File: src/rtl/reload_down_counter.sv
// reload_down_counter: loadable down-counter/timer.
// Counts a loaded value down to terminal count, pulses tc_o for one cycle,
// then either stops (one-shot) or reloads from the captured load value
// (auto-reload). All outputs are registered; reset is asynchronous.
module reload_down_counter #(
  parameter int WIDTH = 8
) (
  input  logic             clk_i,
  input  logic             rst_i,
  input  logic             en_i,
  input  logic             ld_i,
  input  logic             mode_i,
  input  logic [WIDTH-1:0] data_i,
  output logic [WIDTH-1:0] q_o,
  output logic             tc_o,
  output logic             busy_o
);

  typedef enum logic {
    IDLE = 1'b0,
    RUN  = 1'b1
  } state_t;

  state_t           state_q, state_d;
  logic [WIDTH-1:0] cnt_q, cnt_d;
  logic [WIDTH-1:0] reload_q, reload_d;
  logic             tc_q, tc_d;

  localparam logic [WIDTH-1:0] ONE = {{(WIDTH-1){1'b0}}, 1'b1};

  // State, count, reload value and tc pulse register; reset clears everything.
  always_ff @(posedge clk_i or posedge rst_i) begin
    if (rst_i) begin
      state_q  <= IDLE;
      cnt_q    <= '0;
      reload_q <= '0;
      tc_q     <= 1'b0;
    end else begin
      state_q  <= state_d;
      cnt_q    <= cnt_d;
      reload_q <= reload_d;
      tc_q     <= tc_d;
    end
  end

  // Next-state logic: load wins over everything, counting happens only in RUN.
  always_comb begin
    state_d  = state_q;
    cnt_d    = cnt_q;
    reload_d = reload_q;
    tc_d     = 1'b0;

    if (ld_i) begin
      // A load discards any terminal count that would have fired this edge.
      cnt_d    = data_i;
      reload_d = data_i;
      state_d  = (data_i != '0) ? RUN : IDLE;
    end else if (state_q == RUN && en_i) begin
      if (cnt_q > ONE) begin
        cnt_d = cnt_q - ONE;
      end else begin
        // In RUN the count is never zero, so this is the count==1 case.
        tc_d = 1'b1;
        if (mode_i) begin
          cnt_d = reload_q;
        end else begin
          cnt_d   = '0;
          state_d = IDLE;
        end
      end
    end
  end

  assign q_o    = cnt_q;
  assign tc_o   = tc_q;
  assign busy_o = (state_q == RUN);

endmodule

File: config.mk
export PLATFORM = sky130hd
export DESIGN_NAME = reload_down_counter
export DESIGN_NICKNAME = d
export VERILOG_FILES = /design/src/rtl/reload_down_counter.sv
export SDC_FILE = /design/constraint.sdc
export NUM_CORES = 1
export LEC_CHECK = 0
export BUFFER_PORTS_ARGS = -buffer_cell sky130_fd_sc_hd__buf_2
export CAP_MARGIN = 15
export CORE_UTILIZATION = 25
export DETAILED_ROUTE_END_ITERATION = 16
export SYNTH_ARGS = -nofsm -noshare
export SYNTH_HDL_FRONTEND = slang
export SYNTH_SLANG_ARGS = --single-unit
File: constraint.sdc
create_clock -name clk_i -period 1.8 [get_ports clk_i]
set_input_delay 0.09 -clock clk_i [delete_from_list [all_inputs] [get_ports clk_i]]
set_output_delay 0.09 -clock clk_i [all_outputs]
set_load 0.005 [all_outputs]
* Yosys cells after proc, flatten, opt, wreduce, memory -nomap -nowiden
Cells that the tools add are included.
Word-level totals: RAM bits 0, input port bits 13, logic and storage cells 24, latch bits 0, output and inout port bits 10, memory bits (read-only) 0, bits in registers 18, memories 0
Cells by class: muxes and demuxes 12, shift operators 0, $mul 0, reductions and logical operators 4, order comparisons 1, divide/modulo/power cells 0, bitwise logic cells 0, equality and inequality tests 2, add/subtract/negate cells 1
Operator list (count):
- $mux W8 | 4
- $gt A8 B1 Y1 const B | 1
- $mux W1 | 8
- $reduce_bool A8 Y1 | 1
- $sub A8 B1 Y8 const B | 1
- $ne A2 B2 Y1 const B | 2
- $reduce_and A3 Y1 | 1
- $reduce_bool A2 Y1 | 1
- $logic_and A1 B1 Y1 | 1

* Longest topological paths before layout
depth in word-level cells 4, gate-level depth with buffers 7, mapped depth without buffers 6

* Least setup slack after synthesis
OpenSTA, ideal clock, no wires.
path kind register to register, from reg cnt_q[0], in the netlist q_o[0], to reg cnt_q[5], in the netlist q_o[5], setup time 0.094 ns, required time 1.706 ns, data arrival time 1.748 ns, clock period less this slack 1.842 ns, setup slack -0.042 ns, buffers on the path 0, stages on the path, launching flop included 7, cell sequence dfrtp_1 -> inv_1 -> ha_1 -> nor2_1 -> nor3_4 -> or3_2 -> a221oi_2
Between the ends: longest elaborated chain between the ends 4, elaborated cells between the ends (all ways) 5, classes of those cells add/sub (1); order compare (1); mux (3)
RTL lines:
- start, declared | RTL line 25 | logic [WIDTH-1:0] cnt_q, cnt_d;
- start signal, assigned | RTL line 40 | cnt_q <= cnt_d;
- $sub A8 B1 Y8 or $gt A8 B1 Y1 (tied branches) | RTL line 60, 59
- $mux W8 * | RTL line 59 | if (cnt_q > ONE) begin
- $mux W8 * | RTL line 58 | end else if (state_q == RUN && en_i) begin
- $mux W8 * | RTL line 53 | if (ld_i) begin
Every way passes the cells marked *; elsewhere a longest branch is shown, timed or not. The select of a mux whose other input is x is not followed. A chain may end at the register's enable or synchronous reset.

* Worst setup path in the final report
from reg cnt_q[6], in the netlist q_o[6], to reg cnt_q[0], in the netlist q_o[0]
Between the ends: longest elaborated chain between the ends 4
RTL lines (RTL line):
- $gt A8 B1 Y1 | 59
- $mux W8 | 59
- $mux W8 | 58
- $mux W8 | 53
Every way passes these cells. The select of a mux whose other input is x is not followed.

==> metrics.json <==
{
  "outcome": "finished, final reports clean",
  "hold_path_end": "reload_q[5]",
  "synthesis.area_um2": 1130,
  "synth_edf_count": 0,
  "async_set_or_reset_flop_fraction_in_the_synthesized_netlist": 1.00,
  "synth.lib_cells_used.distinct": 40,
  "multi_input_area_um2": 618,
  "hold_path_class": "input pin to flop",
  "finalWeightedCongestion": 0.872,
  "ir_worst_vdd_uv": 389,
  "fin_total_pwr_uw": 1220,
  "tritoncts": "yes",
  "worstSetupStartpoint": "q_o[6]",
  "ant_nets": 0,
  "n_diodes": 0,
  "critical_path.slowest_cell": "or3_1",
  "maxCapViolCount": 0,
  "drc": 0,
  "postSynthRegisterBits": 18,
  "period_share": 0.946,
  "crit_path_start_kind": "flop",
  "grt_setup_unrepaired": "no",
  "crit_arrival_ns": 1.87,
  "postSynthCellCount": 125,
  "leakage_power_uw": 0.000676,
  "r2r_slack_ns": 0.1,
  "cp_max_fo": 5,
  "final.setup.tns_ns": 0,
  "worst_ep_required_ns": 1.97,
  "worst_path_top_cell_family_by_delay": "simple AND/OR/NAND/NOR gates",
  "wl_per_cell_um": 15.0,
  "finish.net_count": 178,
  "cts_buffers": 3,
  "grt_antenna_before_repair": 0,
  "synth_top_area_cell": "dfrtp_1",
  "globalRouteOverflowTotal": 0,
  "grt_pass1_wl_mm": 5.28,
  "end_kind": "flop",
  "r2r_cells": 5,
  "htree_num_levels": 1,
  "worst_case_clock_skew_ns": 0.00278,
  "area.sequential_um2": 450,
  "number_of_i_o_pins": 23,
  "count_of_final_setup_violators": 0,
  "clockRootBuffer": "clkbuf_8",
  "yosysTopAreaCellShare": 0.400,
  "design.die.area_um2": 4780,
  "timing.critical_path.cells": "or3_1 -> nor3_4 -> buf_4 -> a311oi_1 -> o31ai_2",
  "holdPathStages": 2,
  "drt_pre_antenna_iters": 4,
  "post_synthesis_average_cell_area_um2": 9.01,
  "tightest_slew_ns": 0.729,
  "die_h_um": 69.1,
  "core_area_um2": 4350,
  "filler_cell_count": 450,
  "area_delta_synth_final_pct": 31.6,
  "max-clock-path-buffers": 2,
  "max_clock_freq_mhz": 587,
  "routed_via_density": 5.31,
  "hold_viol_final": 0,
  "top_count_cell_post_synth": "dfrtp_1",
  "holdCritStartpoint": "data_i[5]",
  "slowest_delay_ns": 0.43,
  "synth_common_cells": "dfrtp_1, nand2_1, inv_1",
  "worst-path-buf-inv": 1,
  "ys.flop_type": "dfrtp_1",
  "drtIter0Drc": 92,
  "pin_count_of_the_biggest_net_entering_global_routing": 21,
  "die_w_um": 69.1,
  "clock_insertion_delay_at_the_later_pin_of_the_skew_report_ns": 0.26,
  "syn_nets": 140,
  "timing.rr.end": "q_o[0]",
  "routed_wirelength_mm": 3.21,
  "final_layout_size_suffix_gt1_frac": 0.358,
  "ws_path_type": "flop to flop",
  "ys_seq_area_frac": 0.400,
  "clkSlewWorstSetupHoldPaths_ns": 0.08,
  "post_synth_main_area_contributors": "dfrtp_1, mux2_2, nand2_1",
  "utilization_after_layout": 0.340,
  "min_period_ns": 1.70,
  "dp_hpwl_mm": 2.41,
  "number_of_warning_messages_in_the_yosys_log": 0,
  "clock_sink_count": 18,
  "port_buffers": 22,
  "initial_util": 0.259,
  "p_per_area_nw_per_um2": 822,
  "rows": 24,
  "gr-usage-all-layers": 0.140,
  "slew_violations": 0,
  "grt_pass1_vias": 1087,
  "max_transition_margin": 0.513,
  "regToRegStartpoint": "q_o[6]",
  "num_vias": 1137
}
[cell families after synthesis]
logic type / count (synthesis) / synth area share
flip-flops: 18 / 0.400
AND/OR/NAND/NOR: 47 / 0.231
adder cells (fa/ha/maj): 2 / 0.0222
AO/OA/AOI/OAI: 36 / 0.239
multiplexers: 4 / 0.0400
buffers and inverters: 18 / 0.0678
[through the flow]
| stage | std cells | instance area [um2] | hold slack (ns) | setup slack, ns |
|---|---|---|---|---|
| finish | 214 | 1480 | 0.0712 | 0.0968 |
| global route | 214 | 1480 | 0.0812 | 0.00547 |
| CTS | 213 | 1460 | 0.0678 | 0.0483 |
| detailed placement | 208 | 1390 | 0.260 | 0.0681 |
| global placement | 208 | 1390 | 0.250 | 0.116 |
| floorplan | 125 | 1130 | 0.0286 | 0.0114 |
[registers in the layout, summed over array words and instances, names as in the netlist]
name / count
q_o: 8
reload_q: 8
busy_o: 1
tc_o: 1
[layout make-up]
type / count / area share
Multi-Input combinational cell: 89 / 0.417
Timing Repair Buffer: 41 / 0.172
Clock buffer: 4 / 0.0372
Inverter: 10 / 0.0253
Sequential cell: 18 / 0.304
Tap cell: 52 / 0.0439
[metal layers]
metal | GRT usage | up-vias | wire length [um]
met2 | 0.229 | 43 | 1490
met4 | 0.0590 | 0 | 61
met3 | 0.0292 | 6 | 177
li1 | - | 548 | -
met1 | 0.179 | 540 | 1480
met5 | 0 | - | 0
[layout by cell type, fill, tap and decap left out, types with 2 or more instances in the layout]
cell type	n
buf_2	22
dfrtp_1	18
buf_4	18
nand2_1	11
inv_1	10
o21ai_0	8
nor3_1	6
nor2_1	5
nand4_1	4
a21oi_1	4
a31oi_1	4
nand3_1	4
mux2_2	4
clkbuf_8	4
or2_2	2
or3_1	2
a311oi_1	2
a32oi_1	2
o41ai_1	2
nand4b_1	2
nor2b_1	2
a21o_1	2
o31ai_1	2
a221oi_2	2
or4_1	2
[where the power goes]
group	internal [uW]	switching, uW	leakage (uW)
registers	447	23.4	0.000217
logic	182	217	0.000431
clock network	195	154	0.0000288
[how the worst max path moves through the flow]
stage / cells after the start / slack [ns] / to
after floorplan: 6 / 0.01 / q_o[5]
after global placement: 5 / 0.12 / q_o[2]
after detailed placement: 6 / 0.07 / q_o[5]
after CTS: 6 / 0.05 / q_o[5]
after global routing: 5 / 0.005 / q_o[0]
final: 5 / 0.1 / q_o[0]
[timing repair]
action | 4_1_cts | 5_1_grt
endpoints found under the hold margin | 18 | 0
setup buffers | 0 | 1
hold buffers | 1 | 0
setup endpoints to repair | 0 | 6
gates resized for setup | 0 | 3
Power figures use the tool's default switching activity.
